<file path="src/rtl/dct_transpose_ctrl_if.sv">
// Stream and RAM-port bundle for the DCT transpose-buffer controller.
// master = controller side, slave = row/column stages plus RAM.
interface dct_transpose_ctrl_if #(
   parameter int unsigned DATA_W = 16
);
   logic              in_valid;
   logic [DATA_W-1:0] in_data;
   logic              in_ready;
   logic              out_valid;
   logic [DATA_W-1:0] out_data;
   logic              out_last;
   logic              out_ready;
   logic [5:0]        ram_address;
   logic [DATA_W-1:0] ram_data_in;
   logic              ram_cs;
   logic              ram_read;
   logic              ram_write;
   logic [DATA_W-1:0] ram_data_out;

   modport master (
      input  in_valid, in_data, out_ready, ram_data_out,
      output in_ready, out_valid, out_data, out_last,
             ram_address, ram_data_in, ram_cs, ram_read, ram_write
   );

   modport slave (
      output in_valid, in_data, out_ready, ram_data_out,
      input  in_ready, out_valid, out_data, out_last,
             ram_address, ram_data_in, ram_cs, ram_read, ram_write
   );
endinterface

</file>
<file path="src/rtl/dct_transpose_ctrl.sv">
// Transpose-buffer controller: fills the 64-word RAM row-major, drains it
// column-major through a 2-entry skid buffer with valid/ready backpressure.
module dct_transpose_ctrl #(
   parameter int unsigned DATA_W = 16
) (
   input  logic                clk,
   input  logic                reset,
   dct_transpose_ctrl_if.master bus
);
   typedef enum logic {FILL, DRAIN} state_e;

   state_e            state_q;
   logic [5:0]        wr_idx_q;
   logic [6:0]        rd_idx_q;
   logic [1:0]        count_q, count_d;
   logic [DATA_W-1:0] head_q, tail_q;
   logic              head_last_q, tail_last_q;
   logic [5:0]        ram_address_q;
   logic [DATA_W-1:0] ram_data_in_q;
   logic              ram_cs_q, ram_read_q, ram_write_q;

   logic              accept, issue, push, push_last, pop;
   logic [1:0]        slot;

   // Reads are throttled so skid entries plus the one read in flight never exceed two.
   always_comb begin
      accept    = (state_q == FILL) && bus.in_valid;
      pop       = (count_q != 2'd0) && bus.out_ready;
      push      = ram_read_q;
      push_last = ram_read_q && (rd_idx_q == 7'd64);
      issue     = (state_q == DRAIN) && !rd_idx_q[6] &&
                  (({1'b0, count_q} + {2'b0, ram_read_q} + 3'd1) <= (3'd2 + {2'b0, pop}));
      count_d   = count_q + {1'b0, push} - {1'b0, pop};
      slot      = count_q - {1'b0, pop};
   end

   always_ff @(posedge clk) begin
      if (reset) begin
         state_q       <= FILL;
         wr_idx_q      <= '0;
         rd_idx_q      <= '0;
         count_q       <= '0;
         head_q        <= '0;
         tail_q        <= '0;
         head_last_q   <= 1'b0;
         tail_last_q   <= 1'b0;
         ram_address_q <= '0;
         ram_data_in_q <= '0;
         ram_cs_q      <= 1'b0;
         ram_read_q    <= 1'b0;
         ram_write_q   <= 1'b0;
      end else begin
         count_q     <= count_d;
         ram_write_q <= accept;
         ram_read_q  <= issue;
         ram_cs_q    <= accept | issue;

         // Pop shifts the tail forward; a push into the freed slot overrides it.
         if (pop) begin
            head_q      <= tail_q;
            head_last_q <= tail_last_q;
         end
         if (push) begin
            if (slot == 2'd0) begin
               head_q      <= bus.ram_data_out;
               head_last_q <= push_last;
            end else begin
               tail_q      <= bus.ram_data_out;
               tail_last_q <= push_last;
            end
         end

         if (accept) begin
            ram_address_q <= wr_idx_q;
            ram_data_in_q <= bus.in_data;
            wr_idx_q      <= wr_idx_q + 6'd1;
         end else if (issue) begin
            ram_address_q <= {rd_idx_q[2:0], rd_idx_q[5:3]};
            rd_idx_q      <= rd_idx_q + 7'd1;
         end

         case (state_q)
            FILL: begin
               if (accept && (wr_idx_q == 6'd63)) state_q <= DRAIN;
            end
            DRAIN: begin
               if (push_last) begin
                  state_q  <= FILL;
                  rd_idx_q <= '0;
               end
            end
            default: state_q <= FILL;
         endcase
      end
   end

   assign bus.in_ready    = (state_q == FILL);
   assign bus.out_valid   = (count_q != 2'd0);
   assign bus.out_data    = head_q;
   assign bus.out_last    = (count_q != 2'd0) && head_last_q;
   assign bus.ram_address = ram_address_q;
   assign bus.ram_data_in = ram_data_in_q;
   assign bus.ram_cs      = ram_cs_q;
   assign bus.ram_read    = ram_read_q;
   assign bus.ram_write   = ram_write_q;
endmodule

</file>
<file path="src/flat_wrapper.sv">
// flat-port wrapper written by rule: the top's interface ports become plain ports
module dct_transpose_ctrl_flat 
#(
   parameter int unsigned DATA_W = 16
)
  (clk, reset, bus_in_valid, bus_in_data, bus_out_ready, bus_ram_data_out, bus_in_ready, bus_out_valid, bus_out_data, bus_out_last, bus_ram_address, bus_ram_data_in, bus_ram_cs, bus_ram_read, bus_ram_write);
  dct_transpose_ctrl_if #(.DATA_W(DATA_W)) bus_i ();
  input  logic clk;
  input  logic reset;
  input wire logic [$bits(bus_i.in_valid)-1:0] bus_in_valid;
  input wire logic [$bits(bus_i.in_data)-1:0] bus_in_data;
  input wire logic [$bits(bus_i.out_ready)-1:0] bus_out_ready;
  input wire logic [$bits(bus_i.ram_data_out)-1:0] bus_ram_data_out;
  output wire logic [$bits(bus_i.in_ready)-1:0] bus_in_ready;
  output wire logic [$bits(bus_i.out_valid)-1:0] bus_out_valid;
  output wire logic [$bits(bus_i.out_data)-1:0] bus_out_data;
  output wire logic [$bits(bus_i.out_last)-1:0] bus_out_last;
  output wire logic [$bits(bus_i.ram_address)-1:0] bus_ram_address;
  output wire logic [$bits(bus_i.ram_data_in)-1:0] bus_ram_data_in;
  output wire logic [$bits(bus_i.ram_cs)-1:0] bus_ram_cs;
  output wire logic [$bits(bus_i.ram_read)-1:0] bus_ram_read;
  output wire logic [$bits(bus_i.ram_write)-1:0] bus_ram_write;
  assign bus_i.in_valid = bus_in_valid;
  assign bus_i.in_data = bus_in_data;
  assign bus_i.out_ready = bus_out_ready;
  assign bus_i.ram_data_out = bus_ram_data_out;
  assign bus_in_ready = bus_i.in_ready;
  assign bus_out_valid = bus_i.out_valid;
  assign bus_out_data = bus_i.out_data;
  assign bus_out_last = bus_i.out_last;
  assign bus_ram_address = bus_i.ram_address;
  assign bus_ram_data_in = bus_i.ram_data_in;
  assign bus_ram_cs = bus_i.ram_cs;
  assign bus_ram_read = bus_i.ram_read;
  assign bus_ram_write = bus_i.ram_write;
  dct_transpose_ctrl #(.DATA_W(DATA_W)) u_core (.clk(clk), .reset(reset), .bus(bus_i));
endmodule
</file>
<file path="config.mk">
export PLATFORM = sky130hd
export DESIGN_NAME = dct_transpose_ctrl_flat
export DESIGN_NICKNAME = d
export VERILOG_FILES = /design/src/rtl/dct_transpose_ctrl_if.sv /design/src/rtl/dct_transpose_ctrl.sv /design/src/flat_wrapper.sv
export SDC_FILE = /design/constraint.sdc
export NUM_CORES = 1
export LEC_CHECK = 0
export BUFFER_PORTS_ARGS = -buffer_cell sky130_fd_sc_hd__buf_2
export CORE_MARGIN = 2
export CORE_UTILIZATION = 40
export CTS_BUF_LIST = sky130_fd_sc_hd__clkbuf_4 sky130_fd_sc_hd__clkbuf_8
export DETAILED_ROUTE_END_ITERATION = 8
export SLEW_MARGIN = 40
export SYNTH_ARGS = -nofsm -noshare
export SYNTH_HDL_FRONTEND = slang
export SYNTH_SLANG_ARGS = --single-unit
</file>
<file path="constraint.sdc">
create_clock -name clk -period 7.2 [get_ports clk]
set_input_delay 1.8 -clock clk [delete_from_list [all_inputs] [get_ports clk]]
set_output_delay 1.8 -clock clk [all_outputs]
set_load 0.02 [all_outputs]
</file>
; Word level (Yosys, flattened, before mapping)
; Index checks and enable logic that the tools add are counted.
[word_totals]
reg_bits = 75
in_bits = 36
[classes]
addsub = 8
magnitude_cmp = 1
n_eq_ne = 2
mux = 15
bitwise_logic = 3
n_reduce_logical = 12
[op_table]
columns = op, n
row1 = 16-bit 2-to-1 mux, 3
row2 = 7-bit 2-to-1 mux, 4
row3 = 6-bit 2-to-1 mux, 2
row4 = "7-bit by 1-bit adder with 7-bit output, second input constant", 1
row5 = "7-bit == test, second input constant", 1
row6 = 1-bit logical AND, 7
row7 = "6-bit by 1-bit adder with 6-bit output, second input constant", 1
row8 = "6-bit == test, second input constant", 1
row9 = 1-bit 2-to-1 mux, 5
row10 = 2-bit nonzero test, 2
row11 = 2-bit by 1-bit subtractor with 2-bit output, 2
row12 = 2-bit by 1-bit adder with 3-bit output, 1
row13 = "2-bit by 1-bit adder with 3-bit output, first input constant", 1
row14 = "3-bit by 1-bit adder with 3-bit output, second input constant", 1
row15 = 3-bit <= comparator, 1
row16 = 2-bit by 1-bit adder with 2-bit output, 1
row17 = 2-bit zero test, 1
row18 = 1-bit NOT, 2
row19 = 1-bit one-hot mux with 2 select lines, 1
row20 = 2-bit AND reduction, 1
row21 = 1-bit zero test, 1
row22 = 1-bit bitwise OR, 1

; Depth between registers and ports, before layout
; Gate-level depths: netlist of the first run.
[logic_depth]
ltp_word = 9
ltp_mapped = 11

; Worst setup path before layout of the first run
; OpenSTA, ideal clock, no wires.
[synth_timing]
path_type = input to register
startpoint = in bus_out_ready
endpoint = reg u_core.ram_address_q[0] (netlist: u_core.bus.ram_address[0])
arrival_time_ps = 3632
required_ps = 7066
slack_ps = 3434
stages = 10
path_cell_list = nand2_2 clkinv_1 buf_2 ha_1 or3b_1 clkbuf_1 and3_1 clkbuf_1 a21oi_1 a211oi_1
[synth_via]
elab_chain_cells = 5
[synth_lines]
columns = item, line
row1 = from (decl), flat_wrapper.sv:12  ; input wire logic [$bits(bus_i.out_ready)-1:0] bus_out_ready;
row2 = 1-bit logical AND, dct_transpose_ctrl.sv:28  ; pop = (count_q != 2'd0) && bus.out_ready;
row3 = 2-bit by 1-bit adder with 3-bit output, dct_transpose_ctrl.sv:32  ; (({1'b0, count_q} + {2'b0, ram_read_q} + 3'd1) <= (3'd2 + {2'b0, pop}));
row4 = 3-bit <= comparator, dct_transpose_ctrl.sv:32
row5 = 1-bit logical AND, dct_transpose_ctrl.sv:31  ; issue = (state_q == DRAIN) && !rd_idx_q[6] &&
row6 = 2-bit nonzero test (no source line), n/a
row7 = to (signal assigned), dct_transpose_ctrl.sv:74  ; ram_address_q <= wr_idx_q;
row8 = to (signal assigned), dct_transpose_ctrl.sv:78  ; ram_address_q <= {rd_idx_q[2:0], rd_idx_q[5:3]};
row9 = to (decl), dct_transpose_ctrl.sv:18  ; logic [5:0] ram_address_q;
; No other way between the ends.
; A chain may end at the register's enable or synchronous reset.

; Worst setup path in the final report of the first run
; Ends and elaborated chain as after synthesis.

==> PnR_summary.wiki, run 1 <==
{| class="wikitable"
! Metric !! Value
|-
| Arr. time, crit path || 4.38 ns
|-
| Post-layout utilization of the core || 50.8%
|-
| Antenna diode count || 0
|-
| Type of the worst min-delay path || reg -> reg
|-
| DRT antenna net count || 0
|-
| Global route total overflow || 0
|-
| Clock period minus worst slack || 4.12 ns
|-
| Worst-Skew Late Latency || 0.34 ns
|-
| Fmax || between 200 and 250 MHz
|-
| Final setup violation count || 0
|-
| Post-synthesis instance area || 3010 um2
|-
| Register bit total from synthesis || 75
|-
| Slew at the pin with the worst max-slew slack || around 0.71 ns
|-
| Worst Setup Path Type || in -> reg
|-
| Number of DRC markers after the initial detailed-route iteration || 144
|-
| Post-Synthesis Mean Instance Area || between 8 and 9 um2
|-
| Maximum count of clock buffers along a single path || 2
|-
| Placer congestion estimate || approximately 0.81
|-
| Number of nets in the final layout || 466
|-
| Worst Setup Slack, final || 3.08 ns
|-
| Category of cells accounting for the largest share of critical-path delay || simple AND/OR/NAND/NOR gates
|-
| Number of remaining DRC errors || 0
|-
| Worst stage delay on the critical path || 0.58 ns
|-
| Row Count || 31
|-
| Worst Hold Launch || u_core.bus.ram_data_in[5]
|-
| Total Die Area || 8230 um2
|-
| Total area of multi-input combinational cells || 1390 um2
|-
| Count of flip-flops with a built-in enable after synthesis || 0
|-
| Number of top-level pins || 80
|-
| Most common cell after layout, fill and taps aside || nand2_1
|-
| Max stage delay cell, worst path || clkinv_1
|-
| Run status || complete, no violations
|-
| Area Overhead vs Synth || 22.6%
|-
| Vias in the first global route || 2479
|-
| Beginning of the worst register-to-register path || u_core.count_q[1]
|-
| Horizontal extent of the die || slightly above 90 um
|-
| Worst voltage drop across the vdd grid || 173 uV
|-
| Number of post-CTS setup repair buffers || 0
|-
| Met2 Use GR || 25.7%
|-
| Fill cell count || 739
|-
| Final cell count without fillers || approximately 530
|-
| Commonest non-fill, non-tap cells in the layout || 80 x nand2_1, 79 x buf_2, 75 x dfxtp_1
|-
| Clock tree from TritonCTS || done
|-
| Relative max-transition margin || 53.0%
|-
| Number of cells upsized or downsized after cts || 0
|-
| Count of maximum capacitance violations || 0
|-
| Clock-pin slew reported for the worst setup and hold paths after clock tree synthesis || 0.07 ns
|-
| Total area of sequential cells || roughly 1500 um2
|-
| Final worst path period share || 57.3%
|-
| Pins over their slew limit || 0
|-
| Post-synthesis net count || 396
|-
| Final Hold Viols || 0
|-
| Placed cell area || 3460 um2
|-
| Met1 global-route usage || 23.1%
|-
| Starting Density || approximately two fifths
|-
| Global-route wire length before repair || 11500 um
|-
| Hold_ws || 0.452 ns
|-
| Die height || 90.7 um
|-
| Pwr/cell area || 251 nW/um2
|-
| TritonCTS buffer count || 9
|-
| Length of the first detailed-routing pass in iterations || 4
|-
| Root cell of the clock tree || clkbuf_8
|-
| RSZ-0062 raised after global routing || false
|-
| Final standard cell area without fillers || 3690 um2
|-
| Largest net degree at the start of global routing || 70
|-
| Count of synthesis-stage warnings from yosys || 0
|-
| Capturing element type of the critical path || flip-flop
|-
| Core Footprint || approximately 7300 um2
|-
| Library cells used by synthesis || 35
|-
| Proportion of synthesized flip-flops having asynchronous set or reset || 0%
|-
| Required @ worst endpoint || 7.45 ns
|-
| GRT Util Overall || between 10% and 20%
|-
| DPL Wire Length || 4350 um
|-
| Buf/Inv on CP || 2
|-
| Placement-stage worst setup slack || 2.67 ns
|-
| Critical path fanouts, max || 19
|-
| Number of vias in the routed layout || 2606
|-
| Antenna violations before repair || 0
|-
| M3 GR Usage || 3.09%
|-
| Setup TNS || 0 ns
|-
| Post-placement cell count || roughly 500
|-
| Start point of the critical path || bus_out_ready
|-
| Startpoint type of the worst setup path || input port
|-
| IO Port Bufs || ~80
|-
| Post-route clock skew || 0.00589 ns
|-
| Pleak || 1.69 nW
|-
| CP Cell Sequence || buf_2 > nand2_2 > clkinv_1 > ha_1 > or3b_1 > nand3_1 > nand2_1 > a211oi_1
|-
| Hold-fix buffers at CTS || 0
|-
| Synthesized netlist cell count || 352
|-
| H-tree depth || 3
|-
| Sequential-to-total area share from yosys stat || 49.9%
|-
| Post-detailed-route wirelength per cell || 12.7 um
|-
| Number of sinks handled by clock tree synthesis || 75
|-
| Total power consumption of the routed design || between 0.9 and 1 mW
|-
| Fraction of layout instances using a drive strength above 1 || roughly a quarter
|-
| Top flip-flop cell by instance count after synthesis || dfxtp_1
|-
| Via count normalized by instance count || 4.95
|-
| Wire length after detailed routing || 6660 um
|-
| Most used routing layer in global routing || met2
|}
-- power by group --
group | leakage (nW) | internal [mW] | total [mW] | switching (mW)
registers | 0.608 | 0.427 | 0.437 | 0.0100
logic | 0.968 | 0.0409 | 0.126 | 0.0853
clock network | 0.117 | 0.213 | 0.363 | 0.150
total | 1.69 | 0.680 | 0.926 | 0.245
-- flip-flops by register name, indices dropped and copies added, names as in the netlist, 2 cells and up --
register / count
u_core.bus.out_data: 16
u_core.tail_q: 16
u_core.rd_idx_q: 7
u_core.bus.ram_address: 6
u_core.count_q: 2
u_core.bus.ram_data_in: 16
u_core.wr_idx_q: 6
-- routing by layer --
metal  share of wire, %  vias to the layer above
met3                4.8                       12
met5                  0                        -
met1                 50                     1205
met2                 43                       62
li1                   -                     1327
met4                1.8                        0
-- worst paths after layout --
path | end | slack, ns | depth (start not counted)
setup reg to reg | u_core.bus.ram_address[0] | 3.93 | 8
setup / recovery | u_core.bus.ram_address[0] | 3.08 | 8
hold reg to reg | u_core.bus.ram_data_in[5] | 0.45 | 2
hold / removal | u_core.bus.ram_data_in[5] | 0.45 | 2
-- cell type report --
type / count / share of cell area [%]
flip-flops and latches: 75 / 40.7
well taps: 99 / 3.36
clock inverters: 4 / 2.00
multi-input cells: 246 / 37.6
clock buffers: 12 / 4.14
inverters: 8 / 0.814
repair buffers: 82 / 11.3
-- kinds of logic after synthesis --
logic type,share of synthesized area (%)
AND/OR/NAND/NOR,22.0
flip-flops,49.9
XOR/XNOR,2.91
multiplexers,5.66
adder cells (fa/ha/maj),3.33
AO/OA/AOI/OAI,12.0
buffers and inverters,4.16
-- worst min-delay path: stages, from the launching register on --
cell and delay (ns):
dfxtp_1 0.31, nand2_1 0.05, a21oi_1 0.05
-- cell usage after synthesis, types with 2 or more instances --
| cell type | n | area, um2 |
|---|---|---|
| nor2b_1 | 2 | 12.5 |
| a21oi_1 | 25 | 125 |
| nor2_1 | 50 | 188 |
| a31oi_1 | 2 | 12.5 |
| ha_1 | 8 | 100 |
| mux2i_1 | 17 | 170 |
| buf_2 | 7 | 35.0 |
| nand3_1 | 6 | 30.0 |
| dfxtp_1 | 75 | 1500 |
| or3_1 | 2 | 12.5 |
| nand4_1 | 6 | 37.5 |
| nand2_1 | 81 | 304 |
| xnor2_1 | 3 | 26.3 |
| a22oi_1 | 3 | 22.5 |
| inv_1 | 7 | 26.3 |
| o21ai_0 | 2 | 10.0 |
| clkbuf_1 | 14 | 52.6 |
| buf_1 | 2 | 7.51 |
| and3_1 | 2 | 12.5 |
| xor2_1 | 7 | 61.3 |
| a311oi_1 | 17 | 149 |
(Power assumes the default switching activity.)
==> inputs of run 2 (changes only) <==
--- a/config.mk
+++ b/config.mk
@@ -10,6 +10,7 @@
 export CORE_UTILIZATION = 40
 export CTS_BUF_LIST = sky130_fd_sc_hd__clkbuf_4 sky130_fd_sc_hd__clkbuf_8
 export DETAILED_ROUTE_END_ITERATION = 8
+export PLACE_DENSITY = 0.66
 export SLEW_MARGIN = 40
 export SYNTH_ARGS = -nofsm -noshare
 export SYNTH_HDL_FRONTEND = slang
==> constraint.sdc (replaced) <==
create_clock -name clk -period 3.4 [get_ports clk]
set_input_delay 0.85 -clock clk [delete_from_list [all_inputs] [get_ports clk]]
set_output_delay 0.85 -clock clk [all_outputs]
set_load 0.02 [all_outputs]
==> PnR_summary.wiki, run 2 (synthesis gave the netlist of run 1 again) <==
{| class="wikitable"
! Metric !! Value
|-
| Run status || complete, no violations
|-
| Wire length after detailed routing || 6490 um
|-
| Share of total power consumed by net switching || 26.6%
|-
| Antenna diode count || 0
|-
| Root cell of the clock tree || clkbuf_8
|-
| Required @ worst endpoint || 3.66 ns
|-
| Number of DRC markers after the initial detailed-route iteration || 144
|-
| Clock-pin slew reported for the worst setup and hold paths after clock tree synthesis || 0.07 ns
|-
| TritonCTS buffer count || 9
|-
| Starting Density || around two fifths
|-
| Die height || 90.7 um
|-
| Number of top-level pins || 80
|-
| Total power consumption of the routed design || 1.99 mW
|-
| Final worst path period share || 69.9%
|-
| Via count normalized by instance count || between 4 and 5
|-
| Maximum count of clock buffers along a single path || 2
|-
| Total area of sequential cells || around 1500 um2
|-
| Number of vias in the routed layout || 2582
|-
| WL met3 || between 200 and 250 um
|-
| Worst voltage drop across the vdd grid || 370 uV
|-
| Critical path fanouts, max || 9
|-
| Share of total power in combinational logic || 14.3%
|-
| Worst Setup Slack, final || 1.02 ns
|-
| Part of the total power dissipated in the clock network || about two fifths
|-
| Global-route wire length before repair || between 10000 and 15000 um
|-
| GRT Util Overall || 16.1%
|-
| RSZ-0062 raised after global routing || false
|-
| Detailed-routing wirelength on met1 || between 3000 and 4000 um
|-
| Final Hold Viols || 0
|-
| Antenna violations before repair || 0
|-
| Relative max-transition margin || 46.1%
|-
| Fmax || between 400 and 500 MHz
|-
| Horizontal extent of the die || 90.7 um
|-
| Capturing element type of the critical path || flip-flop
|-
| Number of nets in the final layout || 470
|-
| Setup TNS || 0 ns
|-
| Placement-stage worst setup slack || 0.790 ns
|-
| Largest net degree at the start of global routing || 35
|-
| Switching power of the nets || 0.528 mW
|-
| Hold-fix buffers at CTS || 0
|-
| Placer congestion estimate || 0.747
|-
| Total Die Area || 8230 um2
|-
| Number of sinks handled by clock tree synthesis || 75
|-
| Clock tree from TritonCTS || done
|-
| H-tree depth || 3
|-
| Core Footprint || 7250 um2
|-
| Hold_ws || about 0.46 ns
|-
| Most common cell after layout, fill and taps aside || nand2_1
|-
| Post-layout utilization of the core || between 50% and 60%
|-
| Vias in the first global route || 2312
|-
| Pleak || 1.71 nW
|-
| Number of post-CTS setup repair buffers || 0
|-
| Startpoint type of the worst setup path || flip-flop
|-
| Fill cell count || between 700 and 800
|-
| Row Count || 31
|-
| Highest Signal Layer || met4
|-
| Post-route clock skew || 0.00772 ns
|-
| Type of the worst min-delay path || reg -> reg
|-
| Global route total overflow || 0
|-
| Commonest non-fill, non-tap cells in the layout || 81 x nand2_1, 79 x buf_2, 75 x dfxtp_1
|-
| Number of cells upsized or downsized after cts || 0
|-
| DPL Wire Length || 4520 um
|-
| Number of remaining DRC errors || 0
|-
| Sequential group share of total power || a little under half
|-
| Count of maximum capacitance violations || 0
|-
| Met2 wire length || 2990 um
|-
| Clock period minus worst slack || roughly 2.4 ns
|-
| Final setup violation count || 0
|-
| DRT antenna net count || 0
|-
| IO Port Bufs || 79
|-
| Total internal power || roughly 1.5 mW
|-
| Fraction of layout instances using a drive strength above 1 || between 20% and 30%
|-
| Pins over their slew limit || 0
|-
| Slew at the pin with the worst max-slew slack || 0.807 ns
|-
| Worst-Skew Late Latency || between 0.3 and 0.4 ns
|-
| Arr. time, crit path || 2.64 ns
|-
| Worst Setup Path Type || reg -> reg
|-
| Area Overhead vs Synth || 23.8%
|-
| Length of the first detailed-routing pass in iterations || 5
|-
| Total area of multi-input combinational cells || 1380 um2
|-
| Post-detailed-route wirelength per cell || 12.2 um
|-
| Pwr/cell area || ~530 nW/um2
|}
[run 2: cell count changes in the layout (fill, tap and decap cells not counted), sizes merged]
cell and change:
buf +4, clkinvlp +2, inv +1, clkbuf -1
clkinv -2
[run 2: per-stage QoR]
| step | instance area, um2 | std cells |
|---|---|---|
| finish | 3720 | 530 |
| global route | 3720 | 530 |
| CTS | 3720 | 530 |
| detailed placement | 3490 | 514 |
| global placement | 3490 | 514 |
| floorplan | 3010 | 352 |
[run 2: power groups by stage]
stage               combinational [mW]  clock, mW  sequential [mW]
floorplan                        0.176          0            0.957
global placement                 0.282          0            0.945
detailed placement               0.286          0            0.946
CTS                              0.288      0.799            0.925
global route                     0.322      0.834            0.930
finish                           0.284      0.778            0.925
[run 2: area by class of cell]
cell class              count  share of cell area, %
multi-input cells         246                   37.2
inverters                   8                  0.807
clock buffers              11                   4.07
flip-flops and latches     75                   40.3
clock inverters             5                   2.25
repair buffers             86                   12.0
well taps                  99                   3.33
[run 2: per-layer routing]
layer  vias to the layer above  track usage, %
met4                         0            7.31
met2                        51            25.5
met3                         7            2.92
met5                         -               0
li1                       1335               -
met1                      1189            21.3
[run 2: path summary, 6_finish.rpt]
path	start	endpoint	slack, ns	cells after the start
hold / removal	u_core.bus.ram_data_in[6]	u_core.bus.ram_data_in[6]	0.46	2
setup / recovery	u_core.count_q[1]	u_core.bus.ram_address[1]	1.02	8
hold reg to reg	u_core.bus.ram_data_in[6]	u_core.bus.ram_data_in[6]	0.46	2
setup reg to reg	u_core.count_q[1]	u_core.bus.ram_address[1]	1.02	8
[run 2: worst max-delay path, stage by stage (launching register included)]
cell      delay (ns)
dfxtp_1         0.37
or2_2           0.34
nand2_2         0.08
clkinv_1        0.07
ha_1            0.29
or3b_1          0.48
nand3_1         0.36
nand3_1         0.12
a31oi_1         0.19
==> inputs of run 3 (changes only) <==
--- a/config.mk
+++ b/config.mk
@@ -5,12 +5,12 @@
 export SDC_FILE = /design/constraint.sdc
 export NUM_CORES = 1
 export LEC_CHECK = 0
+export ABC_AREA = 1
 export BUFFER_PORTS_ARGS = -buffer_cell sky130_fd_sc_hd__buf_2
 export CORE_MARGIN = 2
 export CORE_UTILIZATION = 40
 export CTS_BUF_LIST = sky130_fd_sc_hd__clkbuf_4 sky130_fd_sc_hd__clkbuf_8
 export DETAILED_ROUTE_END_ITERATION = 8
-export PLACE_DENSITY = 0.66
 export SLEW_MARGIN = 40
 export SYNTH_ARGS = -nofsm -noshare
 export SYNTH_HDL_FRONTEND = slang
==> constraint.sdc (replaced) <==
create_clock -name clk -period 2.2 [get_ports clk]
set_input_delay 0.55 -clock clk [delete_from_list [all_inputs] [get_ports clk]]
set_output_delay 0.55 -clock clk [all_outputs]
set_load 0.02 [all_outputs]
==> PnR_summary.wiki, run 3 <==
{| class="wikitable"
! Metric !! Value
|-
| Die height || 94.8 um
|-
| Worst Setup Path Type || reg -> reg
|-
| Post-placement cell count || 627
|-
| Row Count || 33
|-
| Reg-to-reg setup timing slack || ~0.24 ns
|-
| RSZ-0062 raised after global routing || false
|-
| Starting Density || 40.8%
|-
| Fraction of layout instances using a drive strength above 1 || 23.0%
|-
| Fmax || 509 MHz
|-
| Relative max-transition margin || 54.9%
|-
| Count of maximum capacitance violations || 0
|-
| Number of remaining DRC errors || 0
|-
| Number of cells on the worst hold path || 3
|-
| Number of nets in the final layout || 577
|-
| Worst Hold Launch || bus_in_data[9]
|-
| CP Cell Sequence || inv_2 > nand2_4 > nand2_4 > inv_4 > ha_1 > nand3b_1 > nand2_2 > nand2_2 > nand2_1 > a21oi_1
|-
| Number of vias in the routed layout || about 3000
|-
| DPL Wire Length || around 5000 um
|-
| Antenna diode count || 0
|-
| Worst stage delay on the critical path || around 0.42 ns
|-
| DRT antenna net count || 0
|-
| Top flip-flop cell by instance count after synthesis || dfxtp_1
|-
| Proportion of synthesized flip-flops having asynchronous set or reset || 0%
|-
| IO Port Bufs || 79
|-
| Global route total overflow || 0
|-
| Leading area contributor after synthesis || dfxtp_1
|-
| Placer congestion estimate || 0.753
|-
| Number of DRC markers after the initial detailed-route iteration || 139
|-
| Antenna violations before repair || 0
|-
| Startpoint type of the worst setup path || flip-flop
|-
| Xor and xnor fraction of the mapped netlist area || 1.06%
|-
| Fraction of post-synthesis cell area in the top cell type by area || a little under half
|-
| Number of cells upsized or downsized after cts || 0
|-
| Final Hold Viols || 0
|-
| Capturing element type of the critical path || flip-flop
|-
| Arr. time, crit path || 2.17 ns
|-
| Core Footprint || a little over 8000 um2
|-
| Hold-fix buffers at CTS || 0
|-
| Simple-Gate Fraction of Synth Area || 31.7%
|-
| Post-synthesis instance area || 3300 um2
|-
| Sequential-to-total area share from yosys stat || a little under half
|-
| Post-detailed-route wirelength per cell || 11.7 um
|-
| Synthesized-area fraction occupied by adder cells || 3.03%
|-
| Area Overhead vs Synth || 20.0%
|-
| Post-route clock skew || slightly below 0.009 ns
|-
| Count of synthesis-stage warnings from yosys || 0
|-
| Share of the synthesized area in compound gates (AO/OA/AOI/OAI) || 11.3%
|-
| Pwr/cell area || 744 nW/um2
|-
| Final cell count without fillers || 643
|-
| Vias in the first global route || ~2800
|-
| Number of post-CTS setup repair buffers || 0
|-
| Clock tree from TritonCTS || done
|-
| Register-to-Register Path Depth || 10
|-
| Most common cell in the synthesized netlist || nor2_1
|-
| Beginning of the worst register-to-register path || u_core.count_q[1]
|-
| Synthesized netlist cell count || 459
|-
| Slew at the pin with the worst max-slew slack || 0.676 ns
|-
| Terminating pin of the worst hold path || u_core.bus.ram_data_in[9]
|-
| Commonest cells post-synth || 115 x nor2_1, 95 x nand2_1, 75 x dfxtp_1
|-
| Critical path fanouts, max || 18
|-
| Reg-to-reg endpoint || u_core.bus.ram_address[3]
|-
| Worst-Skew Late Latency || between 0.3 and 0.4 ns
|-
| Run status || complete, no violations
|-
| Setup TNS || 0 ns
|-
| Type of the worst min-delay path || in -> reg
|-
| Clock period minus worst slack || approximately 2.0 ns
|-
| Required @ worst endpoint || 2.41 ns
|-
| Global-route wire length before repair || 12600 um
|-
| H-tree depth || 3
|-
| GRT Util Overall || 17.9%
|-
| Pins over their slew limit || 0
|-
| Cells taking the most area after synthesis || dfxtp_1 46%, nor2_1 13%, nand2_1 11%, o21ai_1 5.6%, o21ai_0 3.2%
|-
| Post-synthesis net count || 503
|-
| Length of the first detailed-routing pass in iterations || 4
|-
| Register bit total from synthesis || 75
|-
| Wire length after detailed routing || approximately 7500 um
|-
| Total Die Area || 8990 um2
|-
| Maximum count of clock buffers along a single path || 2
|-
| Count of flip-flops with a built-in enable after synthesis || 0
|-
| Largest family of logic cells by synthesized area || simple AND/OR/NAND/NOR gates
|-
| Final worst path period share || 89.2%
|-
| Final setup violation count || 0
|-
| Post-Synthesis Mean Instance Area || 7.19 um2
|-
| Commonest non-fill, non-tap cells in the layout || 115 x nor2_1, 95 x nand2_1, 79 x buf_2
|-
| Post-layout utilization of the core || 48.9%
|-
| TritonCTS buffer count || 9
|-
| Number of sinks handled by clock tree synthesis || 75
|-
| Multiplexer share of the synthesized area || 0%
|-
| Max stage delay cell, worst path || dfxtp_1
|-
| Horizontal extent of the die || 94.8 um
|-
| Worst voltage drop across the vdd grid || 464 uV
|-
| Root cell of the clock tree || clkbuf_8
|-
| Pleak || 1.94 nW
|-
| Clock-pin slew reported for the worst setup and hold paths after clock tree synthesis || 0.08 ns
|-
| Library cells used by synthesis || 28
|-
| Number of top-level pins || 80
|-
| Most common cell after layout, fill and taps aside || nor2_1
|-
| Via count normalized by instance count || 4.70
|-
| Fill cell count || 878
|-
| Largest net degree at the start of global routing || 56
|}
## run 3: cell types whose count changed after synthesis, moves of 6 or more
| cell | delta |
|---|---|
| a21oi_1 | -12 |
| a311oi_1 | -17 |
| clkbuf_1 | -8 |
| inv_1 | +15 |
| mux2i_1 | -17 |
| nand2_1 | +14 |
| nand3_1 | +9 |
| nor2_1 | +65 |
| nor2_2 | +6 |
| o21ai_0 | +19 |
| o21ai_1 | +37 |
## run 3: worst max-delay path by stage
| stage | start | to | slack (ns) | depth (start not counted) |
|---|---|---|---|---|
| 2_1_floorplan | u_core.bus.ram_read | u_core.bus.ram_address[1] | 0.15 | 8 |
| 3_3_place_gp | bus_out_ready | u_core.bus.ram_address[1] | 0.18 | 9 |
| 3_5_place_dp | bus_out_ready | u_core.bus.ram_address[1] | 0.15 | 9 |
| 4_1_cts | u_core.count_q[1] | u_core.bus.ram_address[3] | 0.24 | 10 |
| 5_1_grt | u_core.count_q[1] | u_core.bus.ram_address[0] | 0.04 | 10 |
| 6_report | u_core.count_q[1] | u_core.bus.ram_address[3] | 0.24 | 10 |
## run 3: cell type report
type | instances | area (um2) | share of cell area (%)
multi-input cells | 334 | 1550 | 39.2
flip-flops and latches | 75 | 1500 | 38.0
repair buffers | 84 | 433 | 10.9
clock buffers | 10 | 131 | 3.32
well taps | 105 | 131 | 3.32
inverters | 29 | 118 | 2.97
clock inverters | 6 | 90.1 | 2.28
## run 3: cell families after synthesis
group / Yosys count
and+or+nand+nor: 249
buffers and inverters: 50
AOI/OAI and AO/OA: 73
DFF: 75
xor gates and xnor gates: 4
adders and majority gates: 8
## run 3: critical path, delay by kind of cell, from the launching register on
family | cells | cell delay, ns
and+or+nand+nor | 6 | 0.81
DFF | 1 | 0.42
adders and majority gates | 1 | 0.28
buffers and inverters | 2 | 0.25
AOI/OAI and AO/OA | 1 | 0.06
## run 3: through the flow
step	area [um2]	total power, mW	worst slack [ns]	hold slack (ns)
final	3960	2.94	0.237	0.442
after global routing	3960	3.09	0.0434	0.430
after CTS	3960	2.99	0.236	0.421
after detailed placement	3730	1.82	0.150	0.458
after global placement	3730	1.81	0.179	0.448
after floorplan	3300	1.71	0.147	0.435
## run 3: where the power goes
| group | switching, mW | internal, mW | total, mW |
|---|---|---|---|
| Combinational | 0.244 | 0.125 | 0.369 |
| Sequential | 0.0248 | 1.39 | 1.42 |
| Clock | 0.501 | 0.653 | 1.15 |
## run 3: routing by layer
layer / vias up / track usage (%) / share of wire (%)
met2: 72 / 30.9 / 48
met1: 1350 / 21.2 / 45
li1: 1597 / - / -
met5: - / 0 / 0
met4: 0 / 3.62 / 0.73
met3: 6 / 6.70 / 6.2
